==> src/rtl/count_ctrl.sv <==
// count_ctrl: round controller for the countdown game. Sequences the
// countdown counter through idle, armed, locked, timeout (and foul) phases.
//
// Optional feature: define COUNT_CTRL_FOUL_EN to penalise button presses
// made in IDLE (FOUL state, foul/foul_id flags, score decrement).
//
// Ports:
//   clk        in  1   system clock, shared with the counter
//   rst        in  1   asynchronous, active-high reset
//   start      in  1   host start, rising edge begins a round
//   clr        in  1   host clear, level, leaves terminal states
//   btn        in  4   player buttons, active-high
//   time_sel   in  3   countdown seconds, sampled on the start edge
//   over       in  1   counter expiry flag
//   cst        out 1   counter run enable (low = clear/load)
//   num        out 3   counter load value
//   dzst       out 1   display enable
//   winner     out 2   index of winning player
//   winner_vld out 1   a player won the round
//   timeout    out 1   round expired with no press
//   foul       out 1   early press detected
//   foul_id    out 2   index of fouling player
//   score      out 16  four 4-bit scores, player i at [4i+3:4i]
module count_ctrl #(
    parameter logic [2:0] DEFAULT_TIME = 3'd7
) (
    input  logic        clk,
    input  logic        rst,
    input  logic        start,
    input  logic        clr,
    input  logic [3:0]  btn,
    input  logic [2:0]  time_sel,
    input  logic        over,
    output logic        cst,
    output logic [2:0]  num,
    output logic        dzst,
    output logic [1:0]  winner,
    output logic        winner_vld,
    output logic        timeout,
    output logic        foul,
    output logic [1:0]  foul_id,
    output logic [15:0] score
);

    typedef enum logic [2:0] {
        IDLE,
        ARMED,
        LOCKED,
        TIMEOUT,
        FOUL
    } state_t;

    state_t state;

    // Two-stage input pipeline: _r is the current sample, _p the previous
    // one, so an event is visible one edge after the raw input changes.
    logic       start_r;
    logic       start_p;
    logic [3:0] btn_r;
    logic [3:0] btn_p;
    logic       clr_r;

    logic       start_ev;
    logic [3:0] btn_ev;
    logic [1:0] pick;

    logic [3:0][3:0] sc;

    assign start_ev = start_r & ~start_p;
    assign btn_ev   = btn_r & ~btn_p;
    assign score    = sc;

    // Lowest-index button edge wins.
    always_comb begin
        pick = 2'd0;
        priority case (1'b1)
            btn_ev[0]: pick = 2'd0;
            btn_ev[1]: pick = 2'd1;
            btn_ev[2]: pick = 2'd2;
            btn_ev[3]: pick = 2'd3;
            default:   pick = 2'd0;
        endcase
    end

    always_ff @(posedge clk or posedge rst) begin
        if (rst) begin
            state      <= IDLE;
            start_r    <= 1'b0;
            start_p    <= 1'b0;
            btn_r      <= 4'd0;
            btn_p      <= 4'd0;
            clr_r      <= 1'b0;
            cst        <= 1'b0;
            num        <= 3'd7;
            dzst       <= 1'b0;
            winner     <= 2'd0;
            winner_vld <= 1'b0;
            timeout    <= 1'b0;
            foul       <= 1'b0;
            foul_id    <= 2'd0;
            sc         <= '0;
        end else begin
            start_r <= start;
            start_p <= start_r;
            btn_r   <= btn;
            btn_p   <= btn_r;
            clr_r   <= clr;

            case (state)
                IDLE: begin
                    if (start_ev) begin
                        state <= ARMED;
                        num   <= (time_sel == 3'd0) ? DEFAULT_TIME
                                                    : time_sel;
                        cst   <= 1'b1;
                        dzst  <= 1'b1;
                    end
`ifdef COUNT_CTRL_FOUL_EN
                    else if (|btn_ev) begin
                        state   <= FOUL;
                        foul    <= 1'b1;
                        foul_id <= pick;
                        if (sc[pick] != 4'd0)
                            sc[pick] <= sc[pick] - 4'd1;
                    end
`endif
                end
                ARMED: begin
                    // A press in the same cycle as expiry still wins.
                    if (|btn_ev) begin
                        state      <= LOCKED;
                        cst        <= 1'b0;
                        winner     <= pick;
                        winner_vld <= 1'b1;
                        if (sc[pick] != 4'd15)
                            sc[pick] <= sc[pick] + 4'd1;
                    end else if (over) begin
                        state   <= TIMEOUT;
                        cst     <= 1'b0;
                        timeout <= 1'b1;
                    end
                end
                LOCKED, TIMEOUT, FOUL: begin
                    // Start edges seen here are dropped, not replayed.
                    if (clr_r) begin
                        state      <= IDLE;
                        dzst       <= 1'b0;
                        winner_vld <= 1'b0;
                        timeout    <= 1'b0;
                        foul       <= 1'b0;
                    end
                end
                default: begin
                    state <= IDLE;
                    cst   <= 1'b0;
                    dzst  <= 1'b0;
                end
            endcase
        end
    end

endmodule

==> config.mk <==
export PLATFORM = sky130hd
export DESIGN_NAME = count_ctrl
export DESIGN_NICKNAME = d
export VERILOG_FILES = /design/src/rtl/count_ctrl.sv
export SDC_FILE = /design/constraint.sdc
export NUM_CORES = 1
export LEC_CHECK = 0
export ABC_CLOCK_PERIOD_IN_PS = 2300
export CORE_MARGIN = 3
export CORE_UTILIZATION = 45
export DETAILED_ROUTE_END_ITERATION = 8
export PLACE_DENSITY = 0.78
export SKIP_LAST_GASP = 1
export SLEW_MARGIN = 10
export SYNTH_ARGS = -nofsm -noshare
export SYNTH_HDL_FRONTEND = slang
export SYNTH_SLANG_ARGS = --single-unit
==> constraint.sdc <==
create_clock -name clk -period 2.3 [get_ports clk]
set_input_delay 0.69 -clock clk [delete_from_list [all_inputs] [get_ports clk]]
set_output_delay 0.69 -clock clk [all_outputs]
set_load 0.01 [all_outputs]
### Yosys cells after proc, flatten, opt, wreduce, memory -nomap -nowiden

Index checks and enable logic that the tools add are counted.

| storage, ports and cells | value |
|---|---|
| input port bits | 12 |
| logic and storage cells | 76 |
| flip-flop bits (word level) | 39 |
| output and inout port bits | 28 |

| cells by class | value |
|---|---|
| magnitude comparators | 2 |
| add/subtract/negate cells | 1 |
| bitwise gates (word level) | 6 |
| reductions and logical operators | 14 |
| muxes and demuxes | 26 |
| equality and inequality tests | 11 |

Operator list:

| operator | count |
|---|---|
| $bwmux W16 | 1 |
| $mux W3 | 5 |
| $reduce_and A3 Y1 | 5 |
| $ne A2 B2 Y1 const B | 5 |
| $pmux W3 S3 | 1 |
| $bmux W4 S2 | 1 |
| $demux W4 S2 | 1 |
| $mux W2 | 4 |
| $mux W4 | 2 |
| $mux W1 | 7 |
| $eq A3 B2 Y1 const B | 2 |
| $logic_not A3 Y1 | 2 |
| $pmux W1 S3 | 2 |
| $add A4 B1 Y4 const B | 1 |
| $and A4 B4 Y4 | 1 |
| $ne A4 B4 Y1 const B | 1 |
| $not A4 Y4 | 1 |
| $pmux W1 S2 | 2 |
| $reduce_and A2 Y1 | 2 |
| $reduce_and A4 Y1 | 1 |
| $reduce_or A4 Y1 | 1 |
| $eq A3 B1 Y1 const B | 1 |
| $eq A3 B3 Y1 const B | 1 |
| $lt A2 B3 Y1 const B | 1 |
| 7 further kinds | 9 |

### Logic depth before layout (Yosys ltp)

Gate-level depths: netlist of the first run.

| depth | value |
|---|---|
| word-level depth | 11 |
| mapped depth | 10 |
| mapped depth without buffers | 9 |

### Worst setup path after synthesis of the first run

Ideal clock, no wire load.

| timing path | value |
|---|---|
| path kind | register to register |
| from | register btn_r[0] |
| to | register sc (netlist bit score[0]) |
| period minus slack after synthesis | 2.427 ns |
| setup slack | -0.127 ns |
| cell stages (with the launch flop) | 11 |
| arrival | 2.299 ns |
| required time | 2.172 ns |
| buffers on the path | 1 |
| path through | dfrtp_1 -> nor2b_4 -> buf_6 -> or4_1 -> o221ai_1 -> inv_1 -> ha_1 -> inv_1 -> a211o_4 -> nand3_2 -> mux2_1 |

| between the ends | value |
|---|---|
| longest elaborated chain between the ends | 7 |

RTL lines:

| element | line | source |
|---|---|---|
| from (decl) | 59 | `logic [3:0] btn_r;` |
| from (signal assigned) | 105 | `btn_r <= btn;` |
| $and A4 B4 Y4 (*) | 70 | `assign btn_ev = btn_r & ~btn_p;` |
| parallel branches: the longest is 6 deep, another holds $add A4 B1 Y4 | -- |  |
| to (signal, indexed assignment) | 136 | `sc[pick] <= sc[pick] + 4'd1;` |
| to (decl) | 67 | `logic [3:0][3:0] sc;` |

Mark *: on every way between the ends. The select of a mux whose other input is x is not followed.
A chain may end at the register's enable or synchronous reset.

### Worst setup path in the final report of the first run

| timing path | value |
|---|---|
| from | register btn_r[1] |
| to | register sc (netlist bit score[1]) |

| between the ends | value |
|---|---|
| longest elaborated chain between the ends | 8 |

RTL lines:

| element | line |
|---|---|
| $and A4 B4 Y4 (*) | 70 |
| parallel branches: the longest is 7 deep, another holds $add A4 B1 Y4 | -- |

Marked as above.

==> results of run 1 <==
==> through the flow <==
step / utilization / hold slack [ns] / worst slack [ns] / cells / TNS, ns
2_1_floorplan: - / 0.3463 / 0.006035 / 168 / 0
3_3_place_gp: 0.6068 / 0.3540 / 0.01806 / 255 / 0
3_5_place_dp: 0.6068 / 0.3582 / -0.02743 / 255 / -0.08434
4_1_cts: 0.6473 / 0.3750 / 0.02209 / 265 / 0
5_1_grt: 0.6742 / 0.3926 / -0.03216 / 272 / -0.1802
6_report: 0.6742 / 0.3744 / 0.06216 / 272 / 0
==> registers in the layout, indices dropped and copies added, names as in the netlist <==
name / count
clr_r: 1
score: 16
timeout: 1
btn_r: 4
btn_p: 4
num: 3
cst: 1
start_p: 1
winner: 2
start_r: 1
winner_vld: 1
dzst: 1
state: 2
==> Yosys cell counts, types with 2 or more instances <==
master    instances  area [µm²]
dfrtp_1          35       875.8
nor2_1           21       78.83
o21ai_0          13       65.06
a21oi_1          11       55.05
inv_1             7       26.28
nand2_1           6       22.52
nand2b_1          5       31.28
buf_4             4       30.03
mux2_2            4       45.04
a41oi_1           3       26.28
dfstp_2           3       78.83
mux2_1            3       33.78
nand2_2           3       18.77
nor2b_1           3       18.77
nor3_1            3       15.01
nor3b_1           3       22.52
a21o_1            2       15.01
a22oi_1           2       15.01
clkbuf_1          2       7.510
mux2i_1           2       20.02
nand3_1           2       10.01
o221ai_1          2       17.52
==> cells by family after synthesis <==
logic type,after synthesis,share of synthesized area
AND/OR/NAND/NOR,58,0.1782
AO/OA/AOI/OAI,44,0.1899
flip-flops,38,0.5230
buffers and inverters,14,0.04113
multiplexers,9,0.05414
adder cells (fa/ha/maj),1,0.006853
other,1,0.002054
XOR/XNOR,1,0.004799
==> worst min-delay path by stage <==
| stage | start | to | slack (ns) | cells after the start |
|---|---|---|---|---|
| 6_report | start_r | start_p | 0.37 | 0 |
| 5_1_grt | start_r | start_p | 0.39 | 0 |
| 3_5_place_dp | start_r | start_p | 0.36 | 0 |
| 4_1_cts | start_r | start_p | 0.37 | 0 |
| 3_3_place_gp | start_r | start_p | 0.35 | 0 |
| 2_1_floorplan | start_r | start_p | 0.35 | 0 |
==> timing repair <==
item                       CTS  global route
pin swaps                    0             3
setup buffers                2             7
gates resized for setup      4            11
setup endpoints to repair   10            11
==> metal layers <==
layer,share of wire,global-route usage
met2,0.50,0.2987
met1,0.44,0.2228
met5,0,0
met4,0.013,0.07234
met3,0.043,0.03623
==> where the power goes <==
part           internal, µW  leakage [µW]  switching, µW
combinational           773      0.000565            585
clock                   323     0.0000504            244
sequential              926      0.000451            216
total                  2020       0.00107           1050
==> layout make-up <==
type	count	area [µm²]	share of cell area
flip-flops and latches	38	954.7	0.3755
multi-input cells	116	884.6	0.3479
repair buffers	55	503.0	0.1978
clock buffers	5	68.82	0.02707
well taps	48	60.06	0.02362
clock inverters	3	45.04	0.01772
inverters	7	26.28	0.01033
==> flow_results.org, run 1 <==
** STA
- Dividing the final minimum period by the clock period gives 0.9730.
- Final slew viol count :: 0
- For this run, the top clock speed supported by timing is 446.9 MHz.
- Final-report setup violation count :: 0
- Number of hold violations in the final report :: 0
- Period minus WS final :: 2.238 ns
- At the pin with the least slew margin, the transition time is 0.6013 ns.
- In this run the tightest slew margin relative to its limit is 0.5983.
- The clock arrives with 0.01052 ns of skew.

** Synthesis
- Of the synthesized area, sequential elements account for 0.5230.
- Avg Cell Area, Syn :: 11.00 µm²
- For this run, the leading register cell type out of synthesis is dfrtp_1.
- Number of synthesized flops with an enable pin :: 0
- Unique masters post-synth :: 49
- The synthesized design contains 38 register bits.
- Gate count of the mapped netlist :: 166
- Cell area after technology mapping :: 0.001826 mm²
- For this run, asynchronously set or reset flops after synthesis account for 1.000.
- The Yosys step of the flow raised 2 warnings.

** Critical path
- The worst setup path is captured at a flop.
- For this run, the slowest stage of the critical path takes 0.48 ns.
- Kind of launch point of the worst setup path :: flop
- The critical path contains buffers and inverters numbering 2 combined.
- STA puts the critical path data arrival time at 2.41 ns.
- Ordered list of cells on the worst path :: and2b_4 -> or4_4 -> o221ai_2 -> inv_2 -> ha_4 -> inv_2 -> a211o_4 -> nand3_4 -> mux2_4
- In this run the worst setup path begins at btn_r[1].
- The worst register-to-register path ends at score[1].
- Largest fanout on the critical path :: 6
- Crit path max-delay family :: simple AND/OR/NAND/NOR gates
- Reg-to-reg slack, setup :: 0.06 ns
- CP dominant cell by count :: inv_2
- The worst register-to-register path begins at btn_r[1].
- In this run the worst setup path terminates at score[1].
- The critical path crosses 9 cells after its start point.
- The worst setup path is of the flop to flop kind.
- On the critical path, the stage with the largest delay is an instance of or4_4.
- Number of cell instances on the worst register-to-register path :: 9
- Data required, critical path :: 2.47 ns

** Floorplanning
- Core Area :: 0.003771 mm²
- Site row count :: 22
- Horiz. Die Dim :: 69.69 µm
- The initial utilization of the core area, before any placement, comes to 0.4841.
- The die covers 0.004857 mm².
- The floorplan step set the die height to 69.69 µm.
- 40 I/O pins were placed.

** Global route
- Wire length of the first global-routing pass :: 7.017 mm
- Across every metal layer, demand over resource in global routing totals 0.1776.
- The number of antenna violations at the first check in global routing came to 0.
- Grt total ovfl :: 0
- Entering global routing, the biggest net connects 39 pins.
- Number of global-route vias before repair :: 1,508

** CTS
- Clock tree from TritonCTS :: built
- Clk sinks :: 38
- Clock buffer depth :: 2
- Clock root buffer :: clkbuf_8
- Post-CTS Hold Fix Bufs :: 0
- The H-tree generated during clock tree synthesis spans 2 levels.
- TritonCTS buffer count :: 5
- At the later pin of the worst-skew pair, clock insertion delay measures 0.29 ns.
- Clock-pin slew was measured on the worst setup and hold paths at 0.08 ns.

** Cells and area
- Commonest cells after routing, fill and taps aside :: clkdlybuf4s50_1, dfrtp_1, nor2_1
- Diode insertion count for antenna repair :: 0
- # fillers :: 242
- The library cell used most frequently in the layout, excluding fill and tap cells, is clkdlybuf4s50_1.
- Post-layout nets :: 236
- Of the cells placed in the final design, the portion with a size suffix greater than 1 is 0.2857.
- Final Instance Area :: 0.002542 mm²
- Relative to the synthesized area, the layout overhead comes to 39.27%.

** Drt
- Number of iterations in the first detailed-routing pass :: 4
- The routed design has 4.298 mm of wire.
- Across all layers, the routed design uses 1,474 vias.
- 1st-iter DRT viols :: 96
- Via-to-Cell Ratio :: 5.419
- After detailed routing, the number of remaining DRC violations is 0.
- ANT nets after route :: 0
- Wire length per cell after detailed routing :: 15.80 µm

** Min path
- Worst min-delay path category :: flop to flop

** Power and ir drop
- Power per unit of standard cell area :: 1207 mW/mm²
- Power Total :: 3067 µW
- Worst IR Drop VDD :: 0.0006327 V
- Summed over all cells, the static leakage comes to 0.001066 µW.

** Place
- Placed cell areas :: 0.002288 mm²
- The congestion estimate from routability-driven global placement came to 0.8351.
- Once detailed placement completed, the half-perimeter wirelength came to 3.030 mm.
- Port-buffer cells :: 36

** Flow run
- Across the run, the number of max-cap violations was 0.

** Status
- Outcome :: finished, final reports clean
(Power assumes the default switching activity.)
==> run 2: changes to the inputs <==
--- a/config.mk
+++ b/config.mk
@@ -6,9 +6,11 @@
 export NUM_CORES = 1
 export LEC_CHECK = 0
 export ABC_CLOCK_PERIOD_IN_PS = 2300
+export CAP_MARGIN = 20
 export CORE_MARGIN = 3
 export CORE_UTILIZATION = 45
 export DETAILED_ROUTE_END_ITERATION = 8
+export HOLD_SLACK_MARGIN = 0.12
 export PLACE_DENSITY = 0.78
 export SKIP_LAST_GASP = 1
 export SLEW_MARGIN = 10
==> results of run 2 <==
No change in the layout: final DEF, timing and power equal those of run 1.
==> run 3: changes to the inputs <==
--- a/config.mk
+++ b/config.mk
@@ -8,10 +8,11 @@
 export ABC_CLOCK_PERIOD_IN_PS = 2300
 export CAP_MARGIN = 20
 export CORE_MARGIN = 3
-export CORE_UTILIZATION = 45
+export CORE_UTILIZATION = 56
 export DETAILED_ROUTE_END_ITERATION = 8
+export DONT_BUFFER_PORTS = 1
 export HOLD_SLACK_MARGIN = 0.12
-export PLACE_DENSITY = 0.78
+export PLACE_DENSITY = 0.77
 export SKIP_LAST_GASP = 1
 export SLEW_MARGIN = 10
 export SYNTH_ARGS = -nofsm -noshare
==> flow_results.org, run 3 (synthesis gave the netlist of run 1 again) <==
** Critical path
- The buffers plus inverters on the worst setup path came to 2 (unchanged).
- R2R Path End :: score[0]
- STA classifies the critical path endpoint as a flop.
- Biggest cell delay along the critical path :: 0.49 ns (about the same)
- CP dominant cell by count :: inv_2
- The required time of the critical path is 2.55 ns (+0.08 ns).
- The depth of the most critical reg-to-reg path is 9 (unchanged).
- The data arrival at the endpoint of the critical path came to 2.50 ns (+0.09 ns).
- The slowest stage of the critical path is the or4_4 cell.
- Ordered list of cells on the worst path :: and2b_4 -> or4_4 -> o221ai_2 -> inv_2 -> ha_4 -> inv_2 -> a211o_4 -> nand3_2 -> mux2_4
- STA classifies the critical path startpoint as a flop.
- In this run the critical register-to-register path is launched from btn_p[1].
- Critical path class :: flop to flop
- Broken down by cell family, the worst path's largest delay share belongs to simple AND/OR/NAND/NOR gates.
- Largest fanout on the critical path :: 5 (-1)
- The flop-to-flop setup slack is 0.05 ns (about the same).

** Floorplanning
- The die span in y came to 63.10 µm (-9.5%).
- Number of top-level design ports :: 40 (unchanged)
- The area of the core is 0.003078 mm² (-18%).
- Die footprint :: 0.003981 mm² (-18%)
- Site row count :: 20 (-9.1%)
- Horiz. Die Dim :: 63.10 µm (-9.5%)
- Starting Density :: 0.5931 (+0.1090)

** STA
- Final-report setup violation count :: 0 (unchanged)
- Final clock period utilization by the worst path :: 0.9774 (+0.004446)
- The least setup slack across all paths after layout came to 0.05193 ns (-0.01023 ns).
- Final slew viol count :: 0 (unchanged)
- Achievable frequency :: 444.8 MHz (-0.45%)
- Least-Margin Pin Slew :: 0.5397 ns (-0.06165 ns)
- The normalized max-slew margin was 0.6375 (+0.03916).
- Unrepaired setup endpoints after global routing :: true
- Tightest hold margin :: 0.3098 ns (-0.06463 ns)
- Number of hold violations in the final report :: 0 (unchanged)
- The clock skew after layout was 0.007314 ns (-0.003201 ns).
- Period minus WS final :: 2.248 ns (+0.01023 ns)

** Place
- Detailed-placement wirelength estimate :: 2.761 mm (-8.9%)
- The setup slack after placement was -0.01179 ns (+0.01564 ns).
- Placed insts :: 217 (-15%)
- The count of input and output buffers came to 0 (-100%).
- The global placement routability congestion came to 0.8971 (+7.4%).

** Drt
- Vias :: 1,377 (-6.6%)
- The detailed-route wire length per cell came to 17.16 µm (+8.6%).
- The count of nets left with antenna violations after detail routing is 0 (unchanged).
- Via-to-Cell Ratio :: 5.935 (+9.5%)
- Detailed-route wire length :: 3.980 mm (-7.4%)
- Number of iterations in the first detailed-routing pass :: 4 (unchanged)
- 1st-iter DRT viols :: 62 (-35%)
- The remaining design rule violation count came to 0 (unchanged).

** Global route
- The number of antenna violations at the first check in global routing is 0 (unchanged).
- The number of global-route vias before repair is 1,347 (-11%).
- Grt total ovfl :: 0 (unchanged)
- The pin count of the biggest net entering global routing was 39 (unchanged).
- The total track usage came to 0.2082 (+0.03054).
- Wire length of the first global-routing pass :: 6.472 mm (-7.8%)

** Cells and area
- The library cells used most frequently in the layout, excluding fill and tap cells, are dfrtp_1, nor2_1, buf_4.
- Post-layout nets :: 200 (-15%)
- Final design utilization :: 0.7069 (+0.03272)
- Area added between synthesis and finish :: 19.19%
- Area used by multi-input combinational logic :: 889.6 µm² (+0.57%)
- The antenna diode count was 0 (unchanged).
- Most common cell after layout, fill and taps aside :: dfrtp_1
- The post-route non-filler standard cell count came to 232 (-15%).
- The flip-flop count of the largest register after layout came to 16 (unchanged).
- The fraction of final layout cells with drive strength greater than 1 is 0.3511 (+0.06535).
- # fillers :: 217 (-10%)
- Sequential cell area :: 955.9 µm² (+0.13%)

** Min path
- The min-delay analysis places its worst path in the category input pin to async pin.

** Power and ir drop
- The worst vdd rail ir drop came to 0.0007320 V (+16%).
- Pleak :: 0.0009364 µW (-12%)
- The total power density per cell area is 1219 mW/mm² (+1.0%).

** CTS
- The maximum clock insertion buffer count came to 2 (unchanged).
- Clock transition at the registers of the reported paths :: 0.12 ns (+0.04 ns)
- The CTS H-tree depth came to 2 (unchanged).
- The number of sinks handled by clock tree synthesis is 38 (unchanged).
- Clock root buffer :: clkbuf_4
- TritonCTS built the clock tree.
- The insertion delay to the later sink of the worst-skew pair is 0.36 ns (+0.07 ns).
- The number of buffers added by the clock tree synthesis step was 5 (unchanged).

** Status
- The flow ran to the end, and the final reports show no timing, DRC or antenna violations.

** Flow run
- Number of violations of the max-capacitance limit :: 0 (unchanged)
-- run 3: timing repair --
item / in CTS / in global routing
pin swaps: 0 / 4
buffers inserted: 4 / 3
setup endpoints to repair: 5 / 12
gates resized for setup: 1 / 17
hold buffers: 0 / 0
endpoints found under the hold margin: 0 / 0
-- run 3: cell type report --
| class | instances | area share |
|---|---|---|
| timing repair buffer | 19 | 0.06555 |
| tap | 44 | 0.02530 |
| sequential | 38 | 0.4393 |
| inverter | 7 | 0.01208 |
| clock buffer | 5 | 0.01725 |
| clock inverter | 3 | 0.03163 |
| multi-input combinational | 116 | 0.4089 |
-- run 3: how the worst max path moves through the flow --
| stage | from | endpoint | slack (ns) | cells after the start |
|---|---|---|---|---|
| 6_report | btn_p[1] | score[0] | 0.05 | 9 |
| 5_1_grt | btn_p[1] | score[0] | -0.05 | 9 |
| 4_1_cts | btn_r[1] | score[0] | 0.02 | 9 |
| 2_1_floorplan | btn_r[0] | score[0] | 0.006 | 10 |
| 3_5_place_dp | btn_r[1] | score[7] | -0.01 | 9 |
| 3_3_place_gp | btn_r[1] | score[7] | 0.04 | 9 |
-- run 3: metrics by stage --
stage	area (µm²)	total power, µW	TNS (ns)
3_5_place_dp	1938	1979	-0.01788
5_1_grt	2176	2822	-0.2241
6_report	2176	2652	0
2_1_floorplan	1842	1734	0
3_3_place_gp	1938	1949	0
4_1_cts	2078	2556	0
-- run 3: metal layers --
layer / share of wire / vias up / GRT usage
met2: 0.50 / 46 / 0.3241
met1: 0.42 / 693 / 0.2630
li1: - / 630 / -
met4: 0.014 / 0 / 0.08264
met5: 0 / - / 0
met3: 0.065 / 8 / 0.07665
-- run 3: report_power, final --
| group | switching, µW | leakage [µW] | internal [µW] |
|---|---|---|---|
| clock network | 231 | 0.0000554 | 340 |
| logic | 401 | 0.000431 | 407 |
| registers | 348 | 0.000450 | 925 |
| total | 980 | 0.000936 | 1670 |
